[src/rtl/cache_def.sv]
// rtl/cache_def.sv - cache CPU-port types plus risk-gate reason codes and limits
package cache_def;

    typedef struct packed {
        logic [31:0] rdindex;
        logic [31:0] data;
        logic        rw;
        logic        valid;
    } cpu_req_type;

    typedef struct packed {
        logic [31:0] data;
        logic        ready;
    } cpu_result_type;

    typedef enum logic [2:0] {
        RSN_OK         = 3'd0,
        RSN_OVER_LIMIT = 3'd1,
        RSN_ZERO_QTY   = 3'd2,
        RSN_BAD_LIMIT  = 3'd3,
        RSN_TIMEOUT    = 3'd4
    } risk_reason_type;

    // The cache treats a max field of 0 or 1 as an accumulate write.
    localparam logic [15:0] RISK_MIN_LIMIT = 16'd2;

    typedef enum logic [2:0] {
        ST_IDLE,
        ST_RD_REQ,
        ST_CHECK,
        ST_WR_REQ,
        ST_RESP
    } gate_state_type;

endpackage

[src/rtl/order_risk_gate_timer.sv]
// rtl/order_risk_gate_timer.sv - risk_gate_timer: loadable down-counter raising expired at zero
module risk_gate_timer #(
    parameter int W = 8
) (
    input  logic         clk,
    input  logic         rst,
    input  logic         load,
    input  logic [W-1:0] load_val,
    input  logic         en,
    output logic         expired
);

    logic [W-1:0] count_q, count_d;

    always_comb begin
        count_d = count_q;
        if (load) begin
            count_d = load_val;
        end else if (en && (count_q != '0)) begin
            count_d = count_q - 1'b1;
        end
    end

    always_ff @(posedge clk or posedge rst) begin
        if (rst) begin
            count_q <= '0;
        end else begin
            count_q <= count_d;
        end
    end

    assign expired = (count_q == '0);

endmodule

[src/rtl/order_risk_gate.sv]
// rtl/order_risk_gate.sv - pre-trade risk gate in front of the cache CPU port
// Optional stats counters are enabled with RISK_GATE_STATS_EN.
module order_risk_gate
    import cache_def::*;
#(
    parameter int CLIENT_W = 6,
    parameter int TIMEOUT  = 64
) (
    input  logic                clk,
    input  logic                rst,
    input  logic                in_valid,
    output logic                in_ready,
    input  logic                in_op,
    input  logic [CLIENT_W-1:0] in_client,
    input  logic [15:0]         in_value,
    output cpu_req_type         cpu_req,
    input  cpu_result_type      cpu_res,
    output logic                out_valid,
    input  logic                out_ready,
    output logic                out_accept,
    output logic [2:0]          out_reason,
    output logic [CLIENT_W-1:0] out_client,
    output logic [15:0]         out_accum
`ifdef RISK_GATE_STATS_EN
    ,
    output logic [31:0]         stat_accept,
    output logic [31:0]         stat_reject,
    output logic [31:0]         stat_timeout
`endif
);

    localparam int TW = $clog2(TIMEOUT) + 1;
    localparam logic [TW-1:0] TLOAD = TW'(TIMEOUT - 1);

    gate_state_type     state_q, state_d;
    logic               op_q, op_d;
    logic [CLIENT_W-1:0] client_q, client_d;
    logic [15:0]        value_q, value_d;
    logic [31:0]        rd_word_q, rd_word_d;
    cpu_req_type        req_q, req_d;
    logic               out_valid_q, out_valid_d;
    logic               accept_q, accept_d;
    risk_reason_type    reason_q, reason_d;
    logic [CLIENT_W-1:0] oclient_q, oclient_d;
    logic [15:0]        oaccum_q, oaccum_d;
    logic [16:0]        sum;
    logic               tmr_load, tmr_en, tmr_expired;

    risk_gate_timer #(.W(TW)) u_timer (
        .clk      (clk),
        .rst      (rst),
        .load     (tmr_load),
        .load_val (TLOAD),
        .en       (tmr_en),
        .expired  (tmr_expired)
    );

    always_comb begin
        state_d     = state_q;
        op_d        = op_q;
        client_d    = client_q;
        value_d     = value_q;
        rd_word_d   = rd_word_q;
        req_d       = req_q;
        out_valid_d = out_valid_q;
        accept_d    = accept_q;
        reason_d    = reason_q;
        oclient_d   = oclient_q;
        oaccum_d    = oaccum_q;
        tmr_load    = 1'b0;
        tmr_en      = 1'b0;
        sum         = {1'b0, rd_word_q[15:0]} + {1'b0, value_q};
        case (state_q)
            ST_IDLE: begin
                if (in_valid) begin
                    op_d          = in_op;
                    client_d      = in_client;
                    value_d       = in_value;
                    oclient_d     = in_client;
                    req_d.rdindex = 32'({in_client, 4'b0000});
                    if (in_op && (in_value < RISK_MIN_LIMIT)) begin
                        state_d     = ST_RESP;
                        out_valid_d = 1'b1;
                        accept_d    = 1'b0;
                        reason_d    = RSN_BAD_LIMIT;
                        oaccum_d    = '0;
                    end else if (in_op) begin
                        state_d     = ST_WR_REQ;
                        req_d.data  = {in_value, 16'h0};
                        req_d.rw    = 1'b1;
                        req_d.valid = 1'b1;
                        tmr_load    = 1'b1;
                    end else if (in_value == '0) begin
                        state_d     = ST_RESP;
                        out_valid_d = 1'b1;
                        accept_d    = 1'b0;
                        reason_d    = RSN_ZERO_QTY;
                        oaccum_d    = '0;
                    end else begin
                        state_d     = ST_RD_REQ;
                        req_d.data  = '0;
                        req_d.rw    = 1'b0;
                        req_d.valid = 1'b1;
                        tmr_load    = 1'b1;
                    end
                end
            end
            ST_RD_REQ: begin
                if (cpu_res.ready) begin
                    rd_word_d   = cpu_res.data;
                    req_d.valid = 1'b0;
                    state_d     = ST_CHECK;
                end else if (tmr_expired) begin
                    req_d.valid = 1'b0;
                    state_d     = ST_RESP;
                    out_valid_d = 1'b1;
                    accept_d    = 1'b0;
                    reason_d    = RSN_TIMEOUT;
                    oaccum_d    = '0;
                end else begin
                    tmr_en = 1'b1;
                end
            end
            ST_CHECK: begin
                if (sum <= {1'b0, rd_word_q[31:16]}) begin
                    state_d     = ST_WR_REQ;
                    req_d.data  = {16'h0, value_q};
                    req_d.rw    = 1'b1;
                    req_d.valid = 1'b1;
                    tmr_load    = 1'b1;
                end else begin
                    state_d     = ST_RESP;
                    out_valid_d = 1'b1;
                    accept_d    = 1'b0;
                    reason_d    = RSN_OVER_LIMIT;
                    oaccum_d    = rd_word_q[15:0];
                end
            end
            ST_WR_REQ: begin
                // A write timeout leaves whatever the cache already did in place.
                if (cpu_res.ready || tmr_expired) begin
                    req_d.valid = 1'b0;
                    state_d     = ST_RESP;
                    out_valid_d = 1'b1;
                    accept_d    = cpu_res.ready;
                    reason_d    = cpu_res.ready ? RSN_OK : RSN_TIMEOUT;
                    oaccum_d    = op_q ? 16'h0 : (cpu_res.ready ? sum[15:0] : rd_word_q[15:0]);
                end else begin
                    tmr_en = 1'b1;
                end
            end
            ST_RESP: begin
                if (out_ready) begin
                    out_valid_d = 1'b0;
                    state_d     = ST_IDLE;
                end
            end
            default: state_d = ST_IDLE;
        endcase
    end

    always_ff @(posedge clk or posedge rst) begin
        if (rst) begin
            state_q     <= ST_IDLE;
            op_q        <= 1'b0;
            client_q    <= '0;
            value_q     <= '0;
            rd_word_q   <= '0;
            req_q       <= '0;
            out_valid_q <= 1'b0;
            accept_q    <= 1'b0;
            reason_q    <= RSN_OK;
            oclient_q   <= '0;
            oaccum_q    <= '0;
        end else begin
            state_q     <= state_d;
            op_q        <= op_d;
            client_q    <= client_d;
            value_q     <= value_d;
            rd_word_q   <= rd_word_d;
            req_q       <= req_d;
            out_valid_q <= out_valid_d;
            accept_q    <= accept_d;
            reason_q    <= reason_d;
            oclient_q   <= oclient_d;
            oaccum_q    <= oaccum_d;
        end
    end

    assign in_ready   = (state_q == ST_IDLE);
    assign cpu_req    = req_q;
    assign out_valid  = out_valid_q;
    assign out_accept = accept_q;
    assign out_reason = reason_q;
    assign out_client = oclient_q;
    assign out_accum  = oaccum_q;

`ifdef RISK_GATE_STATS_EN
    logic [31:0] st_acc_q, st_acc_d, st_rej_q, st_rej_d, st_to_q, st_to_d;
    logic        hs;

    always_comb begin
        st_acc_d = st_acc_q;
        st_rej_d = st_rej_q;
        st_to_d  = st_to_q;
        hs       = (state_q == ST_RESP) && out_ready;
        if (hs) begin
            if (accept_q) begin
                if (st_acc_q != '1) st_acc_d = st_acc_q + 32'd1;
            end else if (reason_q == RSN_TIMEOUT) begin
                if (st_to_q != '1) st_to_d = st_to_q + 32'd1;
            end else begin
                if (st_rej_q != '1) st_rej_d = st_rej_q + 32'd1;
            end
        end
    end

    always_ff @(posedge clk or posedge rst) begin
        if (rst) begin
            st_acc_q <= '0;
            st_rej_q <= '0;
            st_to_q  <= '0;
        end else begin
            st_acc_q <= st_acc_d;
            st_rej_q <= st_rej_d;
            st_to_q  <= st_to_d;
        end
    end

    assign stat_accept  = st_acc_q;
    assign stat_reject  = st_rej_q;
    assign stat_timeout = st_to_q;
`endif

endmodule

[config.mk]
export PLATFORM = sky130hd
export DESIGN_NAME = order_risk_gate
export DESIGN_NICKNAME = d
export VERILOG_FILES = /design/src/rtl/cache_def.sv /design/src/rtl/order_risk_gate_timer.sv /design/src/rtl/order_risk_gate.sv
export SDC_FILE = /design/constraint.sdc
export NUM_CORES = 1
export LEC_CHECK = 0
export ABC_AREA = 1
export CELL_PAD_IN_SITES_DETAIL_PLACEMENT = 1
export CELL_PAD_IN_SITES_GLOBAL_PLACEMENT = 1
export CORE_MARGIN = 4
export CORE_UTILIZATION = 37
export CTS_CLUSTER_DIAMETER = 120
export DETAILED_ROUTE_END_ITERATION = 6
export PLACE_DENSITY = 0.88
export SLEW_MARGIN = 0
export SYNTH_ARGS = -nofsm -noshare
export SYNTH_HDL_FRONTEND = slang
export SYNTH_SLANG_ARGS = --single-unit
export TNS_END_PERCENT = 100
[constraint.sdc]
create_clock -name clk -period 5.42 [get_ports clk]
set_clock_uncertainty 0.15 [all_clocks]
set_input_delay 1.084 -clock clk [delete_from_list [all_inputs] [get_ports clk]]
set_output_delay 1.084 -clock clk [all_outputs]
set_load 0.05 [all_outputs]
Yosys cells after proc, flatten, opt, wreduce, memory -nomap -nowiden
Index checks and enable logic that the tools add are counted.
{ "totals": {"output_inout_bits": 94, "register_bits": 120, "wordCells": 121} }
{ "op_classes": {"n_eq_ne": 16, "order_cmp": 2, "n_reduce_logical": 18, "n_mux": 70, "n_addsub": 2} }
{ "ops": {"columns": ["op", "n"], "rows": [
  ["2-to-1 mux 34 bit", 5],
  ["2-to-1 mux 16 bit", 10],
  ["one-hot mux 33 bit (2 select lines)", 1],
  ["one-hot mux 16 bit (4 select lines)", 1],
  ["2-to-1 mux 3 bit", 17],
  ["2-to-1 mux 1 bit", 27],
  ["adder 16 x 16 -> 17 bit", 1],
  ["less-or-equal comparator 17 x 16 -> 1 bit", 1],
  ["zero test 16 bit", 1],
  ["less-than comparator 16 x 2 -> 1 bit (second input constant)", 1],
  ["inequality test 2 bit (second input constant)", 8],
  ["one-hot mux 3 bit (5 select lines)", 1],
  ["2-to-1 mux 7 bit", 2],
  ["one-hot mux 3 bit (4 select lines)", 1],
  ["AND reduction 9 bit", 1],
  ["one-hot mux 1 bit (4 select lines)", 2],
  ["AND reduction 8 bit", 1],
  ["zero test 7 bit", 1],
  ["AND reduction 7 bit", 1],
  ["nonzero test 7 bit", 1],
  ["subtractor 7 x 1 -> 7 bit (second input constant)", 1],
  ["== test 3 x 2 -> 1 bit (second input constant)", 2],
  ["inequality test 3 bit (second input constant)", 2],
  ["one-hot mux 1 bit (5 select lines)", 1],
  ["other kinds (14)", 18]
]} }

Depth between registers and ports, before layout
Gate-level depths: netlist of the first run.
{ "logic_depth": {"ltp_word": 7, "mapped_depth": 26, "mapped_depth_nobuf": 25} }

By module
From an unflattened synthesis of the first run, not the netlist that was laid out.
{ "unflattened": {"hier_cells": 902, "area_unflattened_um2": 7086.8} }
{ "modules_own_cells": {"columns": ["mod", "area_per_inst_um2", "instances", "cells_each", "seq_area_each_um2"], "rows": [
  ["order_risk_gate", 6583.8, 1, 828, 2827.7],
  ["risk_gate_timer", 503.0, 1, 74, 175.2]
]} }

Least setup slack after synthesis of the first run
Ideal clock, no wire load.
{ "synth_path": {"kind": "register to register", "startpoint": "register value_q[0]", "endpoint": "register req_q (netlist bit cpu_req[10])", "slack_ns": 1.944, "path_stages_with_launch": 23, "setup_ns": 0.119, "arrival_time_ns": 3.207, "synth_period_minus_slack_ns": 3.476, "n_path_buf": 2, "required_time_ns": 5.151, "cell_sequence": "dfrtp_1 ha_1 fa_1 nand3_1 nand3_1 nand2_1 nand3_2 a21boi_0 nand2_1 and2_1 ha_1 inv_1 nor3_1 nand3_1 nand3b_1 nand2_1 nand3_2 nand2_2 inv_2 buf_6 buf_6 nand2_1 nand2_1"} }
{ "synth_via": {"elab_chain_len": 4} }
{ "synth_lines": {"columns": ["element", "line_no", "text"], "rows": [
  ["start, declared", "order_risk_gate.sv:38", "logic [15:0] value_q, value_d;"],
  ["start signal, assigned", "order_risk_gate.sv:179", "value_q <= value_d;"],
  ["adder 16 x 16 -> 17 bit", "order_risk_gate.sv:72", "sum = {1'b0, rd_word_q[15:0]} + {1'b0, value_q};"],
  ["less-or-equal comparator 17 x 16 -> 1 bit", "order_risk_gate.sv:125", "if (sum <= {1'b0, rd_word_q[31:16]}) begin"],
  ["inequality test 2 bit (no source line)", null, null],
  ["AND reduction 5 bit (no source line)", null, null],
  ["end signal, assigned", "order_risk_gate.sv:181", "req_q <= req_d;"],
  ["end, declared", "order_risk_gate.sv:40", "cpu_req_type req_q, req_d;"]
]} }
No other way between the ends.
A chain may end at the register's enable or synchronous reset.

Worst setup path in the final report of the first run
{ "layout_path": {"startpoint": "register value_q[0]", "endpoint": "register state_q[2]"} }
{ "layout_via": {"elab_chain_len": 4} }
{ "layout_lines": {"columns": ["element", "line_no", "text"], "rows": [
  ["adder 16 x 16 -> 17 bit", "order_risk_gate.sv:72", null],
  ["less-or-equal comparator 17 x 16 -> 1 bit", "order_risk_gate.sv:125", null],
  ["2-to-1 mux 3 bit", "order_risk_gate.sv:125", null],
  ["one-hot mux 3 bit (5 select lines)", "order_risk_gate.sv:73", "case (state_q)"],
  ["end signal, assigned", "order_risk_gate.sv:176", "state_q <= state_d;"],
  ["end, declared", "order_risk_gate.sv:35", "gate_state_type state_q, state_d;"]
]} }
No other way between the ends.

==> results of run 1 <==
==> tightest hold or removal path, cell delays in order, from the launching register on <==
cell     delay, ns
dfrtp_1       0.34
nand2_1       0.05
nand2_1       0.05
==> flip-flops by register name, indices dropped and copies added, names as in the netlist <==
register	count
out_client	6
out_accept	1
value_q	16
cpu_req	34
out_accum	16
out_valid	1
op_q	1
out_reason	3
state_q	3
u_timer.count_q	7
rd_word_q	32
==> synthesized netlist by cell type (2+ instances only) <==
cell and number:
o31ai_1 3, buf_4 32, a21boi_0 2, buf_6 3, nand2_1 234, buf_2 9
nand3_1 47, ha_1 34, nand3_2 2, mux2_2 21, a31oi_1 3, o21bai_1 5
o21ai_0 43, nor3_1 11, inv_2 4, or2_2 3, and2_1 4, nand4_1 4
a21oi_1 42, nand3b_1 4, nor2_1 53, a21o_1 3, xor2_1 9, inv_1 84
dfrtp_1 120, nand2_2 2, clkbuf_1 9, o211ai_1 2
==> final cells by class <==
class | instances | share of cell area
Timing Repair Buffer | 131 | 0.154
Inverter | 88 | 0.0393
Sequential cell | 120 | 0.354
Clock inverter | 14 | 0.0177
Tap cell | 225 | 0.0332
Multi-Input combinational cell | 565 | 0.351
Clock buffer | 18 | 0.0506
==> per-layer routing <==
| layer | routed length (um) | vias to the layer above |
|---|---|---|
| met4 | 310 | 2 |
| met3 | 1340 | 34 |
| li1 | - | 2768 |
| met1 | 8740 | 2836 |
| met5 | 9 | - |
| met2 | 10400 | 156 |
==> power groups by stage <==
stage,combinational [W],sequential [W],clock (W)
3_3_place_gp,0.00342,0.00155,0
2_1_floorplan,0.00204,0.00201,0
4_1_cts,0.00359,0.00157,0.00114
6_report,0.00356,0.00157,0.00113
3_5_place_dp,0.00355,0.00157,0
5_1_grt,0.00395,0.00161,0.00119
==> stage by stage <==
step / utilization / instances / setup WS (ns)
floorplan: - / 827 / 1.00
global placement: 0.455 / 1129 / 1.17
global route: 0.488 / 1161 / 0.400
detailed placement: 0.455 / 1129 / 0.899
CTS: 0.488 / 1161 / 0.851
finish: 0.488 / 1161 / 0.902
==> kinds of logic (layout without fill, tap and decap cells) <==
kind of cell	Yosys count	in the layout	synth area share
flip-flops	120	120	0.456
AO/OA/AOI/OAI	105	105	0.0871
multiplexers	21	21	0.0359
other	1	26	0.000570
adder cells (fa/ha/maj)	35	35	0.0677
buffers and inverters	142	251	0.106
AND/OR/NAND/NOR	368	368	0.233
XOR/XNOR	10	10	0.0133
==> path summary, 6_finish.rpt <==
kind                             from            end  slack [ns]  cells past startpoint
setup / recovery           value_q[0]     state_q[2]        0.90                     20
hold / removal             cpu_req[7]     cpu_req[7]        0.33                      2
setup reg to reg           value_q[0]     state_q[2]        0.90                     20
hold reg to reg            cpu_req[7]     cpu_req[7]        0.33                      2
max in group asynchronous         rst  rd_word_q[12]        3.21                      3
min in group asynchronous         rst    cpu_req[29]        0.95                      2
==> layout by cell type, fill, tap and decap left out, types with 5 or more instances in the layout <==
master,Yosys,layout
nand2_1,234,233
clkdlybuf4s50_1,0,127
dfrtp_1,120,120
inv_1,84,83
nor2_1,53,53
nand3_1,47,47
o21ai_0,43,43
a21oi_1,42,42
ha_1,34,34
conb_1,1,26
mux2_2,21,21
clkbuf_16,0,17
nor3_1,11,11
xor2_1,9,9
o21bai_1,5,5
==> metrics.txt, run 1 <==
clock buffer depth 2; Worst path max stage delay 0.58 ns; element type at the critical path end flop; status complete, no violations; Worst Hold Class reg2reg; CP max stage cell nand2_1; Crit Path Max Fanout 22; Placement Cell Area between 7000 and 8000 sq um; CP top delay family simple AND/OR/NAND/NOR gates; latest clock arrival within the worst-skew pair 0.43 ns; Seq pwr share 0.251; Pwr Density 738 nW/um^2; startpoint types flop; Max Slew Vio Count 0; Post-CTS Hold Buffers 0; setup TNS 0 ns; initial antenna violation count 1; residual overflow from global routing 0; total number of vias 5796; first-pass GRT wire length about 34000 um; Total Routed Length 20800 um; Layout Nets 1018; Yosys warnings 0; worst slew pin tran roughly 1.0 ns; Synth area leader dfrtp_1; vias in the first global route 6296; count of different cell masters after synthesis 38; Worst EP arrival 4.63 ns; Highest Clock Rate 221 MHz; Leak 4.30 nW; storage element area 3000 sq um; IO buf count 127; Via-to-Cell Ratio 4.99; combinational power share 0.569; Max IR drop VDD 0.000376 V; Tmin final 4.52 ns; initial DRC count roughly 220; worst-path cell chain ha_1 > fa_1 > nand3_1 > nand3_1 > nand2_1 > nand3_2 > a21boi_0 > nand2_1 > and2_1 > ha_1 > inv_1 > nor3_1 > nand3_1 > nand3b_1 > nand2_1 > nand2_1 > nand2_1 > nand2_2 > nand2_1 > o21ai_0; met2 GRT Util 0.373; RSZ-0062 raised after global routing false; Hold Fails Final Rpt 0; CTS buffer count 17; share of layout cells above drive strength 1 0.0769; switch share 0.503; post-cts repair resize count 0; #FFs+latches synth between 100 and 150; H-tree depth 4; Syn Inst Count 802; Slew headroom 0.324; Diodes inserted 0; CTS tree done; FFs w/ async S/R, synth 1.00; Fillers approximately 2.1k; Row Count 48; Die Span X 141 um; clk root buf clkbuf_16; mapped cell area 6580 sq um; Top Usage Layer GRT met2; Critical path buffers and inverters 1; largest net degree at the start of global routing 56; hpwl dp ~16000 um; TritonCTS sink count 120; Min Hold Slack roughly 0.33 ns; CORE AREA 17400 sq um; internal power 0.00311 W; crit path kind reg2reg; Period Utilization, post-route 0.834; gr usage total 0.216; clock network fraction of total power 0.180; Avg Inst Size Synth 8.21 sq um; post-route ant nets 0; critical path's most frequent cell nand2_1; Setup Viol. Count Final 0; I/O pins 154; area grow syn2layout 28.8%; Post-CTS Repair Setup Buffers 0; max-cap viol count 0; WP data required 5.53 ns; Clk pin slew, worst setup/hold paths 0.06 ns; GR Util met3 0.0620; ranking of synthesized cells by area dfrtp_1 46%, nand2_1 13%, ha_1 6.5%, inv_1 4.8%, buf_4 3.7%; Main synth FF type dfrtp_1; area fraction of the dominant cell type after synthesis 0.456; post-route cell area 8470 sq um; Vert. Die Dim 141 um; Post-route DRC 0; sequential share of the synthesized area 0.456; First-pass DRT Iterations 4; Post-synth EDFFs 0; routing usage on met1 0.263; Initial Util 0.379; Psw 0.00315 W; overall power around 0.0063 W; die area 20000 sq um; final RePlAce weighted congestion 0.933; Multi-input gate area 2980 sq um; wire per inst 17.9 um
No activity file was read; power rests on OpenSTA's default activity.
==> run 2, diff against run 1 <==
clock period = 4.5 ns   (was 5.42 ns; I/O delays follow)
==> run 2 against run 1 <==
  * Total power grew 22%
  * Clock power grew 22%
  * Utilization grew 0.45 points
  * Critical path type unchanged
==> metrics.txt, run 2 (same netlist as run 1, synthesis figures left out) <==
share of layout cells above drive strength 1 0.0820; Via-to-Cell Ratio 4.91; Diodes inserted 0; worst slew pin tran 1.19 ns; Worst Hold Class reg2reg; CP Depth 21; element type at the critical path end flop; Initial Util 0.379; residual overflow from global routing 0; combinational power share 0.571; status complete, no violations; CTS buffer count 17; Slew headroom 0.208; largest net degree at the start of global routing 72; Final Util 0.493; Seq pwr share 0.247; RSZ-0062 raised after global routing false; Non-Filler Instances 1164; overall power 0.00761 W; switch share 0.500; Setup Viol. Count Final 0; area grow syn2layout 29.9%; internal power 0.00380 W; latest clock arrival within the worst-skew pair 0.42 ns; IO buf count 127; Tmin final roughly 4.2 ns; TritonCTS sink count 120; post-cts repair resize count 0; Max Slew Vio Count 0; final RePlAce weighted congestion 0.989; Crit Path Max Fanout 31; critical path's most frequent cell nand2_1; initial antenna violation count 0; die area 20000 sq um; I/O pins around 150; Pwr Density 890 nW/um^2; Reg2Reg Depth 21; Total Routed Length 20200 um; Clk pin slew, worst setup/hold paths 0.06 ns; Period Utilization, post-route 0.931; Die Span X ~140 um; startpoint types flop; initial DRC count around 250; reg2reg start value_q[0]; worst-path cell chain ha_1 > fa_1 > nand3_1 > nand3_1 > nand2_1 > nand3_2 > a21boi_0 > nand2_1 > and2_1 > ha_1 > inv_1 > nor3_1 > nand3_1 > nand3b_1 > nand2_1 > nand3_2 > nand2_2 > inv_2 > buf_12 > nand2_1 > o21ai_0; Psw between 0.003 and 0.004 W; Leak 4.32 nW; First-pass DRT Iterations 4; Worst path max stage delay 0.41 ns; most frequent cells in the layout 233 x nand2_1, 127 x clkdlybuf4s50_1, 120 x dfrtp_1, 82 x inv_1, 53 x nor2_1; Critical path buffers and inverters 3; clock network fraction of total power 0.182; Worst EP arrival 4.30 ns; crit path kind reg2reg; hold_sp out_accum[10]; Hold Fails Final Rpt 0; CTS tree done; WP data required 4.61 ns; Layout Nets 1021; total number of vias 5721; max-cap viol count 0; placed insts roughly 1.1k; vias in the first global route 6285; CP max stage cell fa_1; Max IR drop VDD 0.000463 V; clock buffer depth 2; setup TNS 0 ns; wire per inst between 15 and 20 um; post-route ant nets 0; Hold Crit Depth 2; H-tree depth 4; first-pass GRT wire length 32700 um; Row Count 48; Placement Cell Area 7940 sq um; CORE AREA 17400 sq um; hpwl dp 15800 um; Highest Clock Rate between 200 and 250 MHz; commonest non-fill, non-tap cell in the layout nand2_1; max reg flops 34; post-route cell area around 8600 sq um; gr usage total 0.208; Post-CTS Hold Buffers 0; Post-route DRC 0; CP top delay family simple AND/OR/NAND/NOR gates; Vert. Die Dim 141 um; clk root buf clkbuf_16; Post-CTS Repair Setup Buffers 0; Worst setup startpoint value_q[0]
## run 2: changes by cell type in the layout (fill, tap and decap cells not counted), sizes merged
cell,delta
buf,+3
clkinv,-3
inv,+2
clkinvlp,+1
## run 2: power by group through the flow
stage / clock (W) / sequential, W / combinational (W)
global route: 0.00146 / 0.00194 / 0.00483
global placement: 0 / 0.00188 / 0.00417
floorplan: 0 / 0.00242 / 0.00245
detailed placement: 0 / 0.00189 / 0.00432
CTS: 0.00141 / 0.00188 / 0.00436
finish: 0.00138 / 0.00188 / 0.00435
## run 2: layout make-up
| cell class | count | area (sq um) |
|---|---|---|
| fillers | 2081 | 8800 |
| flip-flops and latches | 120 | 3000 |
| multi-input cells | 565 | 2980 |
| repair buffers | 134 | 1350 |
| clock buffers | 18 | 439 |
| inverters | 88 | 337 |
| well taps | 225 | 282 |
| clock inverters | 14 | 161 |
## run 2: tightest hold or removal path: cells and delay by family, from the launching register on
family           cells  cell delay [ns]
flip-flops           1             0.35
AND/OR/NAND/NOR      2             0.09
## run 2: worst paths after layout
path | to | slack (ns)
worst max-delay path | cpu_req[19] | 0.31
worst min-delay path | out_accum[10] | 0.32
worst max register to register | cpu_req[19] | 0.31
worst min register to register | out_accum[10] | 0.32
max in group asynchronous | rd_word_q[27] | 2.89
min in group asynchronous | cpu_req[24] | 0.62
## run 2: metal layers
metal / up-vias / global-route usage / share of wire
met3: 27 / 0.0590 / 0.065
met4: 0 / 0.0667 / 0.019
li1: 2768 / - / -
met5: - / 0 / 0
met1: 2774 / 0.260 / 0.43
met2: 152 / 0.351 / 0.49
## run 2: metrics by stage
stage / worst slack [ns] / hold slack [ns]
3_5_place_dp: 0.300 / 0.310
4_1_cts: 0.271 / 0.326
2_1_floorplan: 0.264 / 0.315
5_1_grt: 0.00332 / 0.343
3_3_place_gp: 0.524 / 0.305
6_report: 0.309 / 0.323
==> run 3, diff against run 2 <==
SKIP_LAST_GASP = 1   (was unset)
==> results of run 3 <==
The final DEF is identical to that of run 2; final timing and power are the same.
